[config.mk]
export PLATFORM = sky130hd
export DESIGN_NAME = opr_result_fifo
export DESIGN_NICKNAME = d
export VERILOG_FILES = /design/src/rtl/opr_pkg.sv /design/src/rtl/opr_result_fifo_hex7seg.sv /design/src/rtl/opr_result_fifo.sv
export SDC_FILE = /design/constraint.sdc
export NUM_CORES = 1
export LEC_CHECK = 0
export ABC_AREA = 1
export BUFFER_PORTS_ARGS = -buffer_cell sky130_fd_sc_hd__buf_2
export CAP_MARGIN = 25
export CELL_PAD_IN_SITES_DETAIL_PLACEMENT = 1
export CELL_PAD_IN_SITES_GLOBAL_PLACEMENT = 2
export CORE_ASPECT_RATIO = 0.7
export CORE_MARGIN = 3
export CORE_UTILIZATION = 34
export DETAILED_ROUTE_END_ITERATION = 16
export PLACE_DENSITY = 0.84
export SYNTH_ARGS = -nofsm -noshare
export SYNTH_HDL_FRONTEND = slang
export SYNTH_SLANG_ARGS = --single-unit
[constraint.sdc]
create_clock -name clock -period 2.65 [get_ports clock]
set_input_delay 0.265 -clock clock [delete_from_list [all_inputs] [get_ports clock]]
set_output_delay 0.265 -clock clock [all_outputs]
set_load 0.02 [all_outputs]
[src/rtl/opr_pkg.sv]
// Shared constants and types for the opr result capture path: widths, frame
// length, phase type and the hex-to-7-segment pattern table.
package opr_pkg;

    localparam int OPR_RESULT_W  = 4;
    localparam int OPR_FRAME_LEN = 5;
    localparam int OPR_PHASE_W   = $clog2(OPR_FRAME_LEN);

    typedef logic [OPR_PHASE_W-1:0] phase_t;

    // Segment patterns, bit order {g,f,e,d,c,b,a}, active-high; entry 15 first.
    localparam logic [15:0][6:0] SEG_TABLE = {
        7'h71, 7'h79, 7'h5E, 7'h39, 7'h7C, 7'h77, 7'h6F, 7'h7F,
        7'h07, 7'h7D, 7'h6D, 7'h66, 7'h4F, 7'h5B, 7'h06, 7'h3F
    };

    function automatic logic [6:0] seg_lookup(input logic [3:0] nibble);
        return SEG_TABLE[nibble];
    endfunction

endpackage

[src/rtl/opr_result_fifo_hex7seg.sv]
// Purely combinational nibble to 7-segment decode (active-high {g,f,e,d,c,b,a}).
module hex7seg
    import opr_pkg::*;
(
    input  logic [3:0] nibble_i,
    output logic [6:0] seg_o
);

    assign seg_o = seg_lookup(nibble_i);

endmodule

[src/rtl/opr_result_fifo.sv]
// Frame-phase sampler plus FWFT FIFO for the opr result. Optional registered
// 7-segment view of the last accepted sample when OPR_RESULT_SEVSEG_EN is defined.
module opr_result_fifo
    import opr_pkg::*;
#(
    parameter int DW            = OPR_RESULT_W,
    parameter int DEPTH         = 4,
    parameter int FRAME_LEN     = OPR_FRAME_LEN,
    parameter int CAPTURE_PHASE = 4
) (
    input  logic                     clock,
    input  logic                     reset,
    input  logic [DW-1:0]            din,
    input  logic                     resync,
    output logic [DW-1:0]            out_data,
    output logic                     out_valid,
    input  logic                     out_ready,
    output logic [$clog2(DEPTH):0]   count,
    output logic                     overflow,
    input  logic                     overflow_clr,
    output logic                     frame_pulse
`ifdef OPR_RESULT_SEVSEG_EN
    ,
    output logic [6:0]               seg
`endif
);

    localparam int AW = $clog2(DEPTH);
    localparam int CW = AW + 1;
    localparam int PW = (FRAME_LEN > 1) ? $clog2(FRAME_LEN) : 1;

    localparam logic [PW-1:0] LAST_PHASE = PW'(FRAME_LEN - 1);
    localparam logic [PW-1:0] CAP_PHASE  = PW'(CAPTURE_PHASE);
    localparam logic [CW-1:0] FULL_CNT   = CW'(DEPTH);
    localparam logic [CW-1:0] CNT_ONE    = CW'(1);
    localparam logic [AW-1:0] PTR_ONE    = AW'(1);
    localparam logic [PW-1:0] PHASE_ONE  = PW'(1);

    logic [PW-1:0]            phase_q, phase_d;
    logic [AW-1:0]            wr_ptr_q, wr_ptr_d;
    logic [AW-1:0]            rd_ptr_q, rd_ptr_d;
    logic [CW-1:0]            count_q, count_d;
    logic [DEPTH-1:0][DW-1:0] mem_q;
    logic                     overflow_q, overflow_d;
    logic                     frame_pulse_q;

    logic capture_s, pop_s, full_s, push_s, drop_s, not_empty_s;

    // Event decode: capture, pop, and whether a capture is accepted or dropped.
    always_comb begin
        not_empty_s = (count_q != {CW{1'b0}});
        full_s      = (count_q == FULL_CNT);
        capture_s   = (phase_q == CAP_PHASE) && !resync;
        pop_s       = not_empty_s && out_ready;
        push_s      = capture_s && (!full_s || pop_s);
        drop_s      = capture_s && full_s && !pop_s;
    end

    // Next-state for phase, pointers, occupancy and sticky overflow.
    always_comb begin
        phase_d    = phase_q;
        wr_ptr_d   = wr_ptr_q;
        rd_ptr_d   = rd_ptr_q;
        count_d    = count_q;
        overflow_d = overflow_q;

        if (resync) begin
            phase_d = {PW{1'b0}};
        end else if (phase_q == LAST_PHASE) begin
            phase_d = {PW{1'b0}};
        end else begin
            phase_d = phase_q + PHASE_ONE;
        end

        if (push_s) begin
            wr_ptr_d = wr_ptr_q + PTR_ONE;
        end else begin
            wr_ptr_d = wr_ptr_q;
        end

        if (pop_s) begin
            rd_ptr_d = rd_ptr_q + PTR_ONE;
        end else begin
            rd_ptr_d = rd_ptr_q;
        end

        case ({push_s, pop_s})
            2'b10:   count_d = count_q + CNT_ONE;
            2'b01:   count_d = count_q - CNT_ONE;
            default: count_d = count_q;
        endcase

        // A drop in the same cycle as a clear must leave the flag set.
        if (drop_s) begin
            overflow_d = 1'b1;
        end else if (overflow_clr) begin
            overflow_d = 1'b0;
        end else begin
            overflow_d = overflow_q;
        end
    end

    // Control state registers.
    always_ff @(posedge clock or negedge reset) begin
        if (!reset) begin
            phase_q       <= {PW{1'b0}};
            wr_ptr_q      <= {AW{1'b0}};
            rd_ptr_q      <= {AW{1'b0}};
            count_q       <= {CW{1'b0}};
            overflow_q    <= 1'b0;
            frame_pulse_q <= 1'b0;
        end else begin
            phase_q       <= phase_d;
            wr_ptr_q      <= wr_ptr_d;
            rd_ptr_q      <= rd_ptr_d;
            count_q       <= count_d;
            overflow_q    <= overflow_d;
            frame_pulse_q <= capture_s;
        end
    end

    // FIFO storage.
    always_ff @(posedge clock or negedge reset) begin
        if (!reset) begin
            mem_q <= '0;
        end else if (push_s) begin
            mem_q[wr_ptr_q] <= din;
        end else begin
            mem_q <= mem_q;
        end
    end

    assign out_valid   = not_empty_s;
    assign out_data    = not_empty_s ? mem_q[rd_ptr_q] : {DW{1'b0}};
    assign count       = count_q;
    assign overflow    = overflow_q;
    assign frame_pulse = frame_pulse_q;

`ifdef OPR_RESULT_SEVSEG_EN
    logic [6:0] seg_s;
    logic [6:0] seg_q;

    hex7seg u_hex7seg (
        .nibble_i (din[3:0]),
        .seg_o    (seg_s)
    );

    // Display follows accepted captures only; drops leave it unchanged.
    always_ff @(posedge clock or negedge reset) begin
        if (!reset) begin
            seg_q <= 7'h00;
        end else if (push_s) begin
            seg_q <= seg_s;
        end else begin
            seg_q <= seg_q;
        end
    end

    assign seg = seg_q;
`endif

endmodule

==> impl_metrics.csv <==
group,metric,value,unit
global_routing,grt_usage,16.0,%
power,p_total,0.00162,W
timing,max_clock_freq,0.450,GHz
power,power_density,955,nW/um^2
timing,finalCritPeriodShare,83.9,%
clock_tree,postCtsHoldBufs,0,
yosys,synth_xor_area_share,2.89,%
power,ir_drop,0.426,mV
layout,area_growth,11.8,%
yosys,synth_top_area_share,46.2,%
timing,slew_viol_final,0,
layout,fin_cells,250,
floorplanning,die_w,85.8,um
layout,mostFrequentLayoutCells,"nand2_1, dfrtp_1, inv_1",
layout,multiInputGateArea,674,um^2
yosys,synth_nets,199,
floorplanning,num_rows,19,
critical_path,crit_path_end_kind,"flip-flop",
power,power_leakage,0.929,nW
yosys,syn_avg_cell_area,8.33,um^2
critical_path,startpoint_type,"flip-flop",
route,vias,1221,
route,wirelength,3.70,mm
route,antenna_left,0,
route,drc_errors,0,
yosys,synth_top_cell_by_area,"dfrtp_1",
flow_run,cap_violations,0,
yosys,synthesis.area,1520,um^2
placed_design,place.gp.congestion,0.776,
timing,tightest_slew,0.626,ns
layout,n_antenna_cell,0,
yosys,yosys.area_share.simple,32.2,%
timing,slew_headroom,58.2,%
critical_path,worstPathRequired,2.83,ns
critical_path,path_max_fanout,23,
timing,hold-worst-slack,-0.0131,ns
status,violations,"hold timing",
route,dr.pass1.iters,4,
floorplanning,die_y,61.9,um
yosys,yosysWarnings,0,
layout,fillers,511,
critical_path,crit_type,"flip-flop to flip-flop",
timing,fin_skew,0.00143,ns
timing,tns,0,ns
route,vias_per_cell,4.88,
timing,setup_violations,0,
layout,final_common_cell,"nand2_1",
global_routing,grt_antenna_before_repair,0,
critical_path,r2r_slack,0.43,ns
placed_design,place_inst,246,
yosys,synth_seq_area_share,46.2,%
yosys,synth_compound_area_share,2.31,%
clock_tree,cts_resized,0,
timing,hold_violations,28,
layout,final_net_count,216,
yosys,yosysUniqueCellTypes,22,
yosys,synthAdderAreaFrac,7.10,%
timing,rsz0062_at_grt,"no",
clock_tree,clk_pin_slew_worst_paths,0.10,ns
layout,drive_gt1_share,14.6,%
clock_tree,h-tree-depth,1,
global_routing,grt_max_degree,29,
floorplanning,die_area,5310,um^2
status,status,"finished with violations",
hold_path,holdCritPathClass,"input port to asynchronous set/reset pin",
yosys,yosys-top-cells-area,"dfrtp_1, nand2_1, nand4_1",
critical_path,worstReg2RegStart,"count[0]",
clock_tree,postCtsSetupBuffers,0,
yosys,synth_top_family_by_area,"simple AND/OR/NAND/NOR gates",
layout,fin_area,1700,um^2
placed_design,portBuffers,18,
yosys,synthMuxAreaShare,0,%
floorplanning,num_io_pins,19,
global_routing,grt_pass1_vias,1262,
global_routing,grt_first_pass_wirelength,6.47,mm
clock_tree,cts_tree,"done",
yosys,syn_inst,182,
clock_tree,insertion_delay,0.28,ns
global_routing,grt_overflow,0,
placed_design,place_ws,0.445,ns
clock_tree,clk_path_buf_depth,2,
clock_tree,root_buffer,"clkbuf_8",
clock_tree,clkSinkCount,28,
placed_design,place_area,1620,um^2
clock_tree,cts_inserted_buffers,3,
route,wl_per_cell,14.8,um
critical_path,worstRegToRegCells,9,
critical_path,r2r_end,"count[2]",
placed_design,dpl.hpwl,2.93,mm
route,first_iter_violations,107,
timing,layout_min_cycle_time,2.22,ns
critical_path,arrival,2.40,ns
yosys,ys_ff_latch,28,
timing,fin_ws,0.427,ns
layout,seq_area,701,um^2
floorplanning,core,4110,um^2
floorplanning,start_util,36.9,%
-- where the power goes --
part | switching (W) | total [W] | internal (W)
logic | 0.000427 | 0.000642 | 0.000214
clock network | 0.000140 | 0.000343 | 0.000203
registers | 0.000105 | 0.000635 | 0.000530
total | 0.000672 | 0.00162 | 0.000947
-- flip-flops by register name, summed over array words and instances, names as in the netlist --
signal	count
overflow	1
wr_ptr_q	2
count	3
phase_q	3
mem_q	16
rd_ptr_q	2
frame_pulse	1
-- Yosys cell counts --
cell type	instances
xnor2_1	3
inv_2	1
inv_1	24
nand2_2	3
dfrtp_1	28
clkbuf_1	1
a21oi_1	4
nor2_1	3
buf_6	3
o21ai_1	1
nand3_1	11
nand4_1	16
ha_1	7
xor2_1	2
buf_2	2
nor2_8	1
nand2_4	1
fa_1	1
nand3_4	1
nor3_1	2
nand2_1	65
o21ai_0	2
-- stage by stage --
step                utilization, %  hold slack [ns]
floorplan                        -          -0.0306
CTS                           41.2          0.00970
detailed placement            39.5            0.324
finish                        41.2          -0.0131
global placement              39.5            0.306
global route                  41.2           0.0318
-- worst max path at each step --
stage,start,endpoint,slack (ns),depth (start not counted)
2_1_floorplan,count[0],count[2],0.69,10
3_3_place_gp,count[1],count[2],0.60,9
3_5_place_dp,count[0],count[2],0.44,9
4_1_cts,count[0],count[2],0.44,9
5_1_grt,count[1],count[2],0.26,10
6_report,count[0],count[2],0.43,9
-- worst max-delay path: stages, from the launching register on --
cell	delay [ns]
dfrtp_1	0.43
nor2_1	0.20
nand2_2	0.33
nand2_4	0.17
ha_1	0.18
inv_1	0.07
fa_1	0.40
nand2_1	0.10
nand3_1	0.09
xor2_1	0.15
-- layer usage --
layer	GRT usage, %	vias up	routed length, um
li1	-	607	-
met1	21.8	588	1840
met2	25.6	21	1670
met3	3.43	5	130
met4	6.09	0	57
met5	0	-	0
-- cell type report --
cell class | count | area share (%)
inverter | 25 | 5.54
clock buffer | 3 | 2.44
multi-input combinational | 123 | 39.8
timing repair buffer | 18 | 5.31
sequential | 28 | 41.3
clock inverter | 1 | 1.77
tap | 52 | 3.84
-- kinds of logic (layout without fill, tap and decap cells) --
group | count (synthesis) | in the layout
buffers and inverters | 31 | 47
and+or+nand+nor | 103 | 103
adders and majority gates | 8 | 8
AOI/OAI and AO/OA | 7 | 7
xor gates and xnor gates | 5 | 5
DFF | 28 | 28
(Power assumes the default switching activity.)
